===== config.mk =====
export PLATFORM = sky130hd
export DESIGN_NAME = escalonador_rr
export DESIGN_NICKNAME = d
export VERILOG_FILES = /design/src/rtl/escalonador_rr.sv
export SDC_FILE = /design/constraint.sdc
export NUM_CORES = 1
export LEC_CHECK = 0
export CAP_MARGIN = 0
export CORE_MARGIN = 4
export CORE_UTILIZATION = 40
export DETAILED_ROUTE_END_ITERATION = 8
export PLACE_DENSITY = 0.64
export SLEW_MARGIN = 10
export SYNTH_ARGS = -nofsm -noshare
export SYNTH_HDL_FRONTEND = slang
export SYNTH_SLANG_ARGS = --single-unit

===== constraint.sdc =====
create_clock -name clk -period 2.95 [get_ports clk]
set_clock_uncertainty 0.2 [all_clocks]
set_input_delay 0.295 -clock clk [delete_from_list [all_inputs] [get_ports clk]]
set_output_delay 0.295 -clock clk [all_outputs]
set_load 0.01 [all_outputs]

===== src/rtl/escalonador_rr.sv =====
// escalonador_rr -- round-robin scheduler in front of the 4-source router.
//
// Watches the request lines of the data sources and drives the router
// select. A grant is held stable until the downstream consumer accepts the
// word. The granted source then receives a one-cycle acknowledge, and a
// running transfer count is incremented.
//
// Ports:
//   clk        rising-edge clock
//   reset      synchronous, active-high reset
//   req        per-source request (bit i = source i holds a valid word)
//   out_ready  downstream accepts the router output this cycle
//   sel        registered router select
//   out_valid  router output carries a granted word
//   ack        registered one-hot acknowledge, one cycle after acceptance
//   count      completed transfers, modulo 2**CW
module escalonador_rr #(
  parameter int SEL_BITS = 2,
  parameter int CW       = 8
) (
  input  logic                       clk,
  input  logic                       reset,
  input  logic [(2**SEL_BITS)-1:0]   req,
  input  logic                       out_ready,
  output logic [SEL_BITS-1:0]        sel,
  output logic                       out_valid,
  output logic [(2**SEL_BITS)-1:0]   ack,
  output logic [CW-1:0]              count
);

  localparam int N = 2**SEL_BITS;

  typedef enum logic {
    IDLE = 1'b0,
    HOLD = 1'b1
  } state_e;

  state_e              state_q, state_d;
  logic [SEL_BITS-1:0] sel_q, sel_d;
  logic [SEL_BITS-1:0] ptr_q, ptr_d;
  logic [N-1:0]        ack_q, ack_d;
  logic [CW-1:0]       count_q, count_d;

  logic                hs;          // handshake completes on this edge
  logic [N-1:0]        sel_onehot;
  logic [N-1:0]        elig;
  logic [SEL_BITS-1:0] win;
  logic [SEL_BITS-1:0] idx;
  logic                found;

  assign hs         = (state_q == HOLD) && out_ready;
  assign sel_onehot = N'(1) << sel_q;

  // A source that is being accepted now, or that was acknowledged in the
  // previous cycle, may still hold req high; masking it prevents a second
  // grant of the same word.
  assign elig = req & ~ack_q & ~(hs ? sel_onehot : '0);

  // Rotating priority search starting at ptr_q; index arithmetic wraps
  // naturally at SEL_BITS width.
  // NOTE: every signal written in an always_comb gets a default before any
  // branch, so no path leaves it unassigned and no latch is inferred.
  always_comb begin
    win   = ptr_q;
    found = 1'b0;
    idx   = '0;
    for (int k = 0; k < N; k++) begin
      idx = ptr_q + SEL_BITS'(k);
      if (!found && elig[idx]) begin
        win   = idx;
        found = 1'b1;
      end
    end
  end

  always_comb begin
    state_d = state_q;
    sel_d   = sel_q;
    ptr_d   = ptr_q;
    ack_d   = '0;
    count_d = count_q;
    case (state_q)
      IDLE: begin
        if (found) begin
          sel_d   = win;
          ptr_d   = win + SEL_BITS'(1);
          state_d = HOLD;
        end
      end
      HOLD: begin
        // Without out_ready the grant is frozen regardless of other requests.
        if (out_ready) begin
          ack_d   = sel_onehot;
          count_d = count_q + CW'(1);
          if (found) begin
            sel_d = win;
            ptr_d = win + SEL_BITS'(1);
          end else begin
            state_d = IDLE;
          end
        end
      end
    endcase
  end

  // NOTE: state registers use non-blocking assignments so every flop samples
  // the pre-edge value of the others, independent of block ordering.
  always_ff @(posedge clk) begin
    if (reset) begin
      state_q <= IDLE;
      sel_q   <= '0;
      ptr_q   <= '0;
      ack_q   <= '0;
      count_q <= '0;
    end else begin
      state_q <= state_d;
      sel_q   <= sel_d;
      ptr_q   <= ptr_d;
      ack_q   <= ack_d;
      count_q <= count_d;
    end
  end

  assign sel       = sel_q;
  assign out_valid = (state_q == HOLD);
  assign ack       = ack_q;
  assign count     = count_q;

endmodule


After elaboration in Yosys (flattened, before gate mapping)
Cells that the tools add are included.
{"block": "op_classes", "n_addsub": 5, "n_mul": 0, "n_div": 0, "n_lt_le_gt_ge": 4, "n_eq_ne": 1, "shift": 1, "n_mux": 25, "bitwise_logic": 6, "reduce_logical": 9}
{"operator": "2-to-1 mux 2 bit", "count": 7}
{"operator": "< comparator 2 x 3 -> 1 bit, second input constant", "count": 4}
{"operator": "2-to-1 mux 1 bit", "count": 10}
{"operator": "adder 8 x 1 -> 8 bit, second input constant", "count": 1}
{"operator": "AND 4 bit", "count": 2}
{"operator": "binary-select mux 1 bit (select 2 bit)", "count": 4}
{"operator": "inverter 4 bit", "count": 2}
{"operator": "one-hot mux 2 bit (2 select lines)", "count": 2}
{"operator": "adder 2 x 1 -> 2 bit, second input constant", "count": 2}
{"operator": "adder 2 bit, second input constant", "count": 2}
{"operator": "logical AND 1 bit", "count": 4}
{"operator": "2-to-1 mux 4 bit", "count": 1}
{"operator": "left shift 1 x 2 -> 4 bit, first input constant", "count": 1}
{"operator": "logical NOT 1 bit", "count": 3}
{"operator": "OR reduction 3 bit", "count": 1}
{"operator": "inequality test 2 bit, second input constant", "count": 1}
{"operator": "inverter 1 bit", "count": 2}
{"operator": "one-hot mux 1 bit (2 select lines)", "count": 1}
{"operator": "AND reduction 2 bit", "count": 1}
{"block": "word_totals", "regBits": 17, "latchBits": 0, "mem_bits_rw": 0, "rom_bits": 0, "inputBits": 7, "output_inout_bits": 15, "mem_count": 0}

Depth between registers and ports, before layout
{"block": "depth", "depth_word": 20, "depth_mapped": 7, "depth_no_buf": 6}

Worst setup path after synthesis
No wires, ideal clock.
{"block": "synth_path", "path_type": "register -> register", "startpoint": "reg sel_q[0] (netlist: sel[0])", "endpoint": "reg ptr_q[1]", "t_arrival_ps": 1668, "required_time_ps": 2671, "path_slack_ps": 1003, "path_stages_with_launch": 8, "n_path_buf": 1, "period_less_slack_ps": 1947, "path_cell_list": "dfxtp_1 > buf_4 > nand4b_1 > and3b_1 > or3_1 > a41oi_2 > xnor2_1 > a211oi_2"}
{"block": "synth_between", "elab_chain_len": 20, "word_cells_on_any_way": 29, "classes_between": "add/sub: 1; shift: 1; mux: 19; bitwise: 2; reduce/logical: 6"}
{"element": "start, declared", "line": "39", "rtl": "logic [SEL_BITS-1:0] sel_q, sel_d;"}
{"element": "start signal, assigned", "line": "117", "rtl": "sel_q <= sel_d;"}
{"element": "left shift 1 x 2 -> 4 bit (*)", "line": "52", "rtl": "assign sel_onehot = N'(1) << sel_q;"}
{"element": "2-to-1 mux 4 bit (*)", "line": "57", "rtl": "assign elig = req & ~ack_q & ~(hs ? sel_onehot : '0);"}
{"element": "inverter 4 bit (*)", "line": "57"}
{"element": "AND 4 bit (*)", "line": "57"}
{"element": "binary-select mux 1 bit (select 2 bit)", "line": "69", "rtl": "if (!found && elig[idx]) begin"}
{"element": "2-to-1 mux 1 bit (not written as such)", "line": "69"}
{"element": "2-to-1 mux 1 bit", "line": "69"}
{"element": "logical NOT 1 bit", "line": "69"}
{"element": "(+4 left out)"}
{"element": "2-to-1 mux 1 bit", "line": "69"}
{"element": "logical NOT 1 bit", "line": "69"}
{"element": "logical AND 1 bit", "line": "69"}
{"element": "2-to-1 mux 2 bit", "line": "69"}
{"element": "adder 2 x 1 -> 2 bit", "line": "86, 97"}
{"element": "2-to-1 mux 2 bit (*)", "line": "84, 95"}
{"element": "2-to-1 mux 2 bit", "line": "92", "rtl": "if (out_ready) begin"}
{"element": "one-hot mux 2 bit (2 select lines) (*)", "line": "82", "rtl": "case (state_q)"}
{"element": "end signal, assigned", "line": "118", "rtl": "ptr_q <= ptr_d;"}
{"element": "end, declared", "line": "40", "rtl": "logic [SEL_BITS-1:0] ptr_q, ptr_d;"}
Every way passes the cells marked *; elsewhere a longest branch is shown, timed or not. The select of a mux whose other input is x is not followed.
A chain may end at the register's enable or synchronous reset.

Final worst setup path
Ends and elaborated chain as after synthesis.

==> results.sh <==
export IMPL_outcome="completed"
export IMPL_critPathSlowestCell="sky130_fd_sc_hd__dfxtp_1"
export IMPL_wl_per_cell_um=12.6
export IMPL_synth_async_sr_flop_share=0
export IMPL_syn_avg_cell_area_um2=9.20
export IMPL_timing_final_setup_violations=0
export IMPL_r2r_slack_ns=0.76
export IMPL_synth_fp_nets=99
export IMPL_yosysWarningCount=0
export IMPL_fill_count=177
export IMPL_cp_required_ns=2.95
export IMPL_max_slew_worst_pin_slew_ns=0.658
export IMPL_synthDominantCellAreaShare=0.407
export IMPL_tritoncts_num_buffers=3
export IMPL_timing_critical_path_buf_inv=0
export IMPL_worstHoldStart="count[7]$_SDFFE_PP0P_"
export IMPL_vias_after_detailed_routing=722
export IMPL_maxClockFrequency_ghz=0.456
export IMPL_core_region_area_um2=1980
export IMPL_placed_cell_count=136
export IMPL_drt_pre_antenna_iters=4
export IMPL_post_route_period_util=0.744
export IMPL_drt_wl_total_um=1760
export IMPL_timing_reg2reg_worst_path_depth=6
export IMPL_mapped_area_um2=837
export IMPL_yosys_most_used_dff="sky130_fd_sc_hd__dfxtp_1"
export IMPL_via_count_of_the_first_global_routing_pass=680
export IMPL_maxCapViolations=0
export IMPL_grt_remaining_overflow=0
export IMPL_slew_headroom=0.560
export IMPL_area_growth_synth_to_final_pct=30.5
export IMPL_design_die_area_um2=2890
export IMPL_ys_seq_elements=17
export IMPL_totalNegativeSetupSlack_ns=0
export IMPL_antenna_found_initial=0
export IMPL_yosysTopAreaCell="sky130_fd_sc_hd__dfxtp_1"
export IMPL_antennaDiodeCount=0
export IMPL_port_buffers=21
export IMPL_final_worst_hold_slack_ns=0.296
export IMPL_rsz0062_at_grt="false"
export IMPL_hold_violation_count_in_the_final_report=0
export IMPL_die_width_um=53.7
export IMPL_holdBufCountCts=0
export IMPL_setup_worst_path_class="flip-flop to flip-flop"
export IMPL_drt_drc_violations_left=0
export IMPL_hpwl_um=1300
export IMPL_std_cell_rows=16
export IMPL_timing_hold_worst_class="flip-flop to flip-flop"
export IMPL_layout_nets=122
export IMPL_timing_critical_path_arrival_ns=2.20
export IMPL_grtUsageTotal=0.142
export IMPL_cp_end_kind="flip-flop"
export IMPL_stdcell_count=140
export IMPL_clk_transition_reported_paths_ns=0.10
export IMPL_cts_sink_count=17
export IMPL_synth_distinct_cells=40
export IMPL_worst_path_max_fanout=10
export IMPL_crit_family="simple AND/OR/NAND/NOR gates"
export IMPL_worst_path_largest_cell_delay_ns=0.57
export IMPL_cts_repair_timing_setup_buffer_count=0
export IMPL_routed_via_density=5.16
export IMPL_synthesis_instances=91
export IMPL_post_route_min_period_ns=2.19
export IMPL_critical_path_depth=6
export IMPL_final_estimated_routing_congestion_in_global_placement=0.865
export IMPL_antenna_left=0
export IMPL_design_portCount=22
export IMPL_cts_path_max_buffers=2
export IMPL_dr_first_iter_drc_count=12
export IMPL_worst_skew_pair_late_latency_ns=0.28
export IMPL_die_height_um=53.7
export IMPL_worst_r2r_startpoint="sel[0]$_SDFFE_PP0P_"
export IMPL_static_leakage_power_uw=0.000377
export IMPL_cts_max_level=1
export IMPL_drv_slew=0
export IMPL_initial_core_util=0.422
export IMPL_irDropWorstVdd_mv=0.323
export IMPL_grt_start_max_net_pins=18
export IMPL_worstSetupStartpoint="sel[0]$_SDFFE_PP0P_"
export IMPL_power_per_cell_area_nw_per_um2=465
export IMPL_synthTopCellsByArea="sky130_fd_sc_hd__dfxtp_1, sky130_fd_sc_hd__xor2_1, sky130_fd_sc_hd__nor2_1"
export IMPL_timing_critical_path_cells="nand4b_1 -> and3b_1 -> or3_1 -> a41oi_2 -> xnor2_1 -> a211oi_2"
export IMPL_min_delay_path_depth=2
export IMPL_grt_first_pass_wirelength_um=2960
export IMPL_synth_seq_area_share=0.407
export IMPL_clock_tree_from_tritoncts="yes"
export IMPL_synth_edf_count=0
export IMPL_clock_root_buffer="sky130_fd_sc_hd__clkbuf_4"
export IMPL_critical_path_startpoint_type="flip-flop"
export IMPL_post_cts_resized_instances=0
export IMPL_final_layout_size_suffix_gt1_frac=0.0973
-- tightest hold or removal path, cell delays in order, from the launching register on --
cell	delay, ns
sky130_fd_sc_hd__dfxtp_1	0.33
sky130_fd_sc_hd__o21ai_0	0.07
sky130_fd_sc_hd__a21oi_1	0.06
-- routing by layer --
metal | part of all wire | track usage | vias to the layer above
met2 | 0.44 | 0.216 | 9
met4 | 0.0068 | 0.0511 | 0
met5 | 0 | 0 | -
li1 | - | - | 374
met1 | 0.52 | 0.192 | 337
met3 | 0.034 | 0.0360 | 2
-- through the flow --
stage	util	area [um2]	worst slack [ns]	total power (uW)
after floorplan	-	837	1.00	351
after global placement	0.538	1070	0.561	391
after detailed placement	0.538	1070	0.527	391
after CTS	0.551	1090	0.780	515
after global routing	0.551	1090	0.646	539
final	0.551	1090	0.756	508
-- report_power, final --
| part | internal, uW | switching, uW |
|---|---|---|
| combinational | 60.0 | 57.9 |
| clock | 52.4 | 69.2 |
| sequential | 244 | 24.5 |
-- registers in the layout, indices dropped and copies added, names as in the netlist --
| name | cells |
|---|---|
| sel | 2 |
| ptr_q | 2 |
| ack | 4 |
| out_valid | 1 |
| count | 8 |
-- cell families (layout without fill, tap and decap cells) --
kind of cell,count (synthesis),after routing,share of synthesized area
and+or+nand+nor,37,37,0.241
AOI/OAI and AO/OA,20,20,0.211
DFF,17,17,0.407
buffers and inverters,8,30,0.0404
xor gates and xnor gates,6,6,0.0628
muxes,2,2,0.0239
adders and majority gates,1,1,0.0149
-- final timing paths --
path,endpoint
worst max-delay path,ptr_q[1]$_SDFFE_PP0P_
worst min-delay path,count[7]$_SDFFE_PP0P_
worst max register to register,ptr_q[1]$_SDFFE_PP0P_
worst min register to register,count[7]$_SDFFE_PP0P_
-- layout by cell type, fill, tap and decap left out, types with 2 or more instances in the layout --
master and n:
sky130_fd_sc_hd__o21ai_0 3, sky130_fd_sc_hd__dfxtp_1 17, sky130_fd_sc_hd__clkbuf_4 3, sky130_fd_sc_hd__xnor2_1 2, sky130_fd_sc_hd__mux2i_1 2, sky130_fd_sc_hd__nor4_1 2, sky130_fd_sc_hd__nand4_1 3, sky130_fd_sc_hd__or3_1 3
sky130_fd_sc_hd__nor2_1 9, sky130_fd_sc_hd__nand2_1 7, sky130_fd_sc_hd__clkdlybuf4s50_1 21, sky130_fd_sc_hd__a21oi_2 2, sky130_fd_sc_hd__xor2_1 4, sky130_fd_sc_hd__inv_1 5, sky130_fd_sc_hd__a21oi_1 5
-- cells in the mapped netlist (2+ instances only) --
cell	instances
sky130_fd_sc_hd__xor2_1	4
sky130_fd_sc_hd__nor2_1	9
sky130_fd_sc_hd__inv_1	5
sky130_fd_sc_hd__a21oi_2	2
sky130_fd_sc_hd__a21oi_1	5
sky130_fd_sc_hd__nor4_1	2
sky130_fd_sc_hd__o21ai_0	3
sky130_fd_sc_hd__nand4_1	3
sky130_fd_sc_hd__xnor2_1	2
sky130_fd_sc_hd__nand2_1	7
sky130_fd_sc_hd__dfxtp_1	17
sky130_fd_sc_hd__or3_1	3
sky130_fd_sc_hd__mux2i_1	2
-- cell type report --
type                    instances  area (um2)  area share
flip-flops and latches         17         340       0.312
multi-input cells              66         463       0.424
clock buffers                   4        26.3      0.0241
repair buffers                 21         210       0.192
well taps                      27        33.8      0.0309
inverters                       5        18.8      0.0172
(Power assumes the default switching activity.)
==> edit 1, RTL diff (config.mk and constraints unchanged) <==
Register the output `count` once more; this adds one clock of latency there. The other outputs are not delayed to match.
--- a/src/rtl/escalonador_rr.sv
+++ b/src/rtl/escalonador_rr.sv
@@ -124,7 +124,9 @@
   assign sel       = sel_q;
   assign out_valid = (state_q == HOLD);
   assign ack       = ack_q;
-  assign count     = count_q;
+  always_ff @(posedge clk) begin
+    count <= count_q;
+  end
 
 endmodule
 
Check against the original RTL: not equivalent (a bounded check fails within 4 cycles, from zero or initial values and one cycle with reset high).
==> edit 1 against the unedited design <==
Core utilization shrank 3.2 points; worst hold slack worse by 0.11 ns; sequential share of layout area is 7.8 points higher; cell count is 12% higher; global-route usage down 1.1 points; power rose by 27%; register-to-register slack gained 0.16 ns; critical path depth is 1 higher; sequential cell count increased by 8; final area rose by 18%; setup slack improved by 0.13 ns; critical path type is now in2reg; synthesized area increased by 23%; wire length up 14%.
==> edit 1: results (changes against the unedited design) <==
| Metric | Value |
|---|---|
| Max VDD drop | `288 uV (-11%)` |
| Antenna diode instance count | `0 (unchanged)` |
| IO buf count | `21 (unchanged)` |
| DR iter-0 viols | `24 (+12)` |
| Critical Path Source | `out_ready` |
| Hold_sp | `count_q[7]` |
| Routed length per placed instance | `12.8 um (+1.9%)` |
| Setup WS pre-CTS | `0.558 ns (+0.0307 ns)` |
| Dominant cells by area after synthesis | `dfxtp_1, xor2_1, nor2_1, nand2_1, a211oi_2` |
| Proportion of layout cells with a drive suffix above 1 | `11.8% (+2.1 points)` |
| Global-route wire length before repair | `3.46 mm (+17%)` |
| All-Layer GR Usage | `13.1% (-1.1 points)` |
| Slowest stage delay, CP | `0.57 ns (about the same)` |
| Dpl hpwl | `1.54 mm (+18%)` |
| Post-synthesis sequential area ratio | `48.5% (+7.9 points)` |
| Vias in the first global route | `818 (+20%)` |
| Worst min path class | `reg2reg` |
| Yosys cell types | `42 (+5.0%)` |
| CP Max Fanout | `7 (-3)` |
| Gates resized, CTS repair | `0 (unchanged)` |
| Worst skew pair latency | `0.31 ns (+0.03 ns)` |
| Clock buffer depth | `2 (unchanged)` |
| Setup bufs post-CTS | `0 (unchanged)` |
| Post-synth top cells | `dfxtp_1, nor2_1, nand2_1, xor2_1` |
| Synth warn | `0 (unchanged)` |
| Status | `finished clean` |
| DRT Pass-1 Iters | `3 (-1)` |
| Reg2reg start | `sel[1]` |
| Fill cell count | `237 (+34%)` |
| H-tree Lvls | `1 (unchanged)` |
| Cts bufs inserted | `3 (unchanged)` |
| Async SR Flop Fraction | `0% (unchanged)` |
| Lkg Pwr | `0.471 nW (+25%)` |
| Slowest CP cell | `clkdlybuf4s50_1` |
| Gate Count Post-Synth | `105 (+15%)` |
| Dpl cells | `153 (+13%)` |
| Layout Nets | `136 (+11%)` |
| Clk root buf | `clkbuf_4` |
| Crit path DAT | `2.04 ns (-0.16 ns)` |
| Overall routed net length | `2.01 mm (+14%)` |
| Placer Congestion | `0.832 (-3.8%)` |
| Largest net degree at the start of global routing | `17 (-1)` |
| Initial antenna violation count | `0 (unchanged)` |
| DR vias/cell | `5.34 (+3.5%)` |
| Worst-path clk slew | `0.12 ns (+0.02 ns)` |
| Rel. slew slack | `58.0% (+2.0 points)` |
-- edit 1: cell type report --
cell class                 count  area (um2)  share of cell area [%]
tap                           30        37.5                    2.92
clock buffer                   4        26.3                    2.04
sequential                    25         500                    38.9
timing repair buffer          21         210                    16.3
inverter                       4        15.0                    1.17
multi-input combinational     73         497                    38.6
-- edit 1: worst max-delay path: cells and delay by family --
kind            cells  cell delay, ns
compound gates      4            0.85
xor+xnor            1            0.20
buf+inv             1            0.57
simple gates        1            0.12
-- edit 1: cell families (layout without fill, tap and decap cells) --
kind of cell | after synthesis | in the layout | share of synthesized area (%)
and+or+nand+nor | 44 | 44 | 24.4
DFF | 25 | 25 | 48.5
AOI/OAI and AO/OA | 20 | 20 | 15.4
buffers and inverters | 7 | 29 | 3.28
xor gates and xnor gates | 6 | 6 | 5.10
muxes | 2 | 2 | 2.06
adders and majority gates | 1 | 1 | 1.21
-- edit 1: worst paths after layout --
path	slack [ns]	cells after the start	to
setup / recovery	0.89	7	ptr_q[1]
setup reg to reg	0.92	6	ptr_q[1]
hold reg to reg	0.18	0	count[7]
hold / removal	0.18	0	count[7]
-- edit 1: power breakdown --
group / total (mW) / switching, mW / internal [mW]
clock: 0.145 / 0.0924 / 0.0528
sequential: 0.377 / 0.0238 / 0.353
combinational: 0.122 / 0.0577 / 0.0646
total: 0.645 / 0.174 / 0.471
-- edit 1: routing by layer --
| metal | part of all wire, % | wire length (um) | GRT usage, % | vias to the layer above |
|---|---|---|---|---|
| met1 | 45 | 897 | 14.9 | 409 |
| met3 | 2.5 | 51 | 2.41 | 4 |
| li1 | - | - | - | 418 |
| met5 | 0 | 0 | 0 | - |
| met2 | 50 | 1020 | 21.9 | 7 |
| met4 | 2.3 | 46 | 9.39 | 0 |
==> edit 2, RTL diff (config.mk and constraints unchanged) <==
Without the edit above. `SEL_BITS`: 2 -> 3.
--- a/src/rtl/escalonador_rr.sv
+++ b/src/rtl/escalonador_rr.sv
@@ -15,7 +15,7 @@
 //   ack        registered one-hot acknowledge, one cycle after acceptance
 //   count      completed transfers, modulo 2**CW
 module escalonador_rr #(
-  parameter int SEL_BITS = 2,
+  parameter int SEL_BITS = 3,
   parameter int CW       = 8
 ) (
   input  logic                       clk,
Interface: changed (resized ack, req and sel); port bits go from 22 to 31. The function was not compared with the original's and may differ.
==> edit 2 against the unedited design <==
The run now ends with setup timing left; global-route usage increased by 7.5 points; setup slack lost 1.3 ns; power rose to 7.2 times the old value; cell count rose to 3.2 times the old value; via count increased to 3.4 times the old value; wire length rose to 4.3 times the old value; synthesized area grew to 2.7 times the old value; sequential cell count is 6 higher; synthesized cell count rose to 2.8 times the old value; final area grew to 3.3 times the old value.
==> edit 2: results (changes against the unedited design) <==
| Metric | Value |
|---|---|
| DR vias/cell | `5.58 (+8.2%)` |
| Worst slew pin tran | `0.618 ns (-0.0399 ns)` |
| Proportion of layout cells with a drive suffix above 1 | `46.5% (+37 points)` |
| Seq_cells | `23 (+6)` |
| Global-route wire length before repair | `12.4 mm (+320%)` |
| Mux share of post-synthesis cell area | `19.6% (+17 points)` |
| Final setup vio count | `7 (+7)` |
| Footprint of the multi-input gates | `0.00189 mm2 (+310%)` |
| Status | `complete, but fails checks` |
| GR met1 Demand/Resource | `28.5% (+9.3 points)` |
| Setup bufs post-CTS | `14 (+14)` |
| Worst setup margin | `-0.540 ns (-1.30 ns)` |
| Clk root buf | `clkbuf_8` |
| Crit path DAT | `3.47 ns (+1.27 ns)` |
| Multi-In Gates | `207 (+210%)` |
| Failing checks | `setup timing` |
| Dominant cells by area after synthesis | `dfxtp_1, mux4_2, mux2i_1, nor2_1, nand2_1` |
| Non-CTS buffers | `131 (+520%)` |
| Met3 Use GR | `2.38% (-1.2 points)` |
| Vias in the first global route | `2579 (+280%)` |
| IO buf count | `30 (+43%)` |
| Post-synth top cells | `dfxtp_1, nor2_1, nand2_1, mux2i_1, a21oi_1` |
| CP Max Fanout | `8 (-2)` |
| Dpl hpwl | `5.73 mm (+340%)` |
| Post-synthesis sequential area ratio | `20.5% (-20 points)` |
-- edit 2: cell types whose count changed after synthesis, sizes merged, moves of 9 or more --
cell    before  now
buf          2   13
mux2i        2   16
mux4         0   11
nand2        8   18
nand2b       0    9
nor2         9   22
-- edit 2: path summary, 6_finish.rpt --
kind / end / cells past startpoint / startpoint / slack, ns
max: ptr_q[2] / 14 / sel[2] / -0.54
min: count[7] / 2 / count[7] / 0.33
max reg2reg: ptr_q[2] / 14 / sel[2] / -0.54
min reg2reg: count[7] / 2 / count[7] / 0.33
-- edit 2: logic make-up (layout without fill, tap and decap cells) --
| group | count (synthesis) | in the layout |
|---|---|---|
| and+or+nand+nor | 96 | 96 |
| AOI/OAI and AO/OA | 67 | 67 |
| muxes | 28 | 28 |
| buffers and inverters | 24 | 140 |
| DFF | 23 | 23 |
| xor gates and xnor gates | 12 | 12 |
| adders and majority gates | 4 | 4 |
-- edit 2: worst max-delay path: stages (launching register included) --
cell and delay [ns]:
dfxtp_4 0.37, nand4b_1 0.30, buf_4 0.22, o211ai_1 0.29, and2_4 0.22, nand2_1 0.05, mux4_2 0.52, buf_4 0.16
buf_6 0.11, buf_6 0.11, buf_12 0.12, nor4b_4 0.22, a221oi_2 0.08, a21bo_1 0.21, a311oi_2 0.22
-- edit 2: power by group --
group	switching (mW)	leakage [nW]	total, mW	internal [mW]
clock network	0.106	0.0255	0.201	0.0945
registers	0.0501	0.189	0.409	0.359
logic	1.42	1.29	3.05	1.62
-- edit 2: per-stage QoR --
stage	std cells	worst slack (ns)	setup TNS (ns)	area, um2
floorplan	254	-0.452	-0.955	2340
global placement	419	-0.975	-5.29	3230
detailed placement	419	-1.08	-5.77	3230
CTS	436	-0.507	-2.37	3510
global route	442	-0.681	-3.56	3630
finish	442	-0.540	-2.80	3630
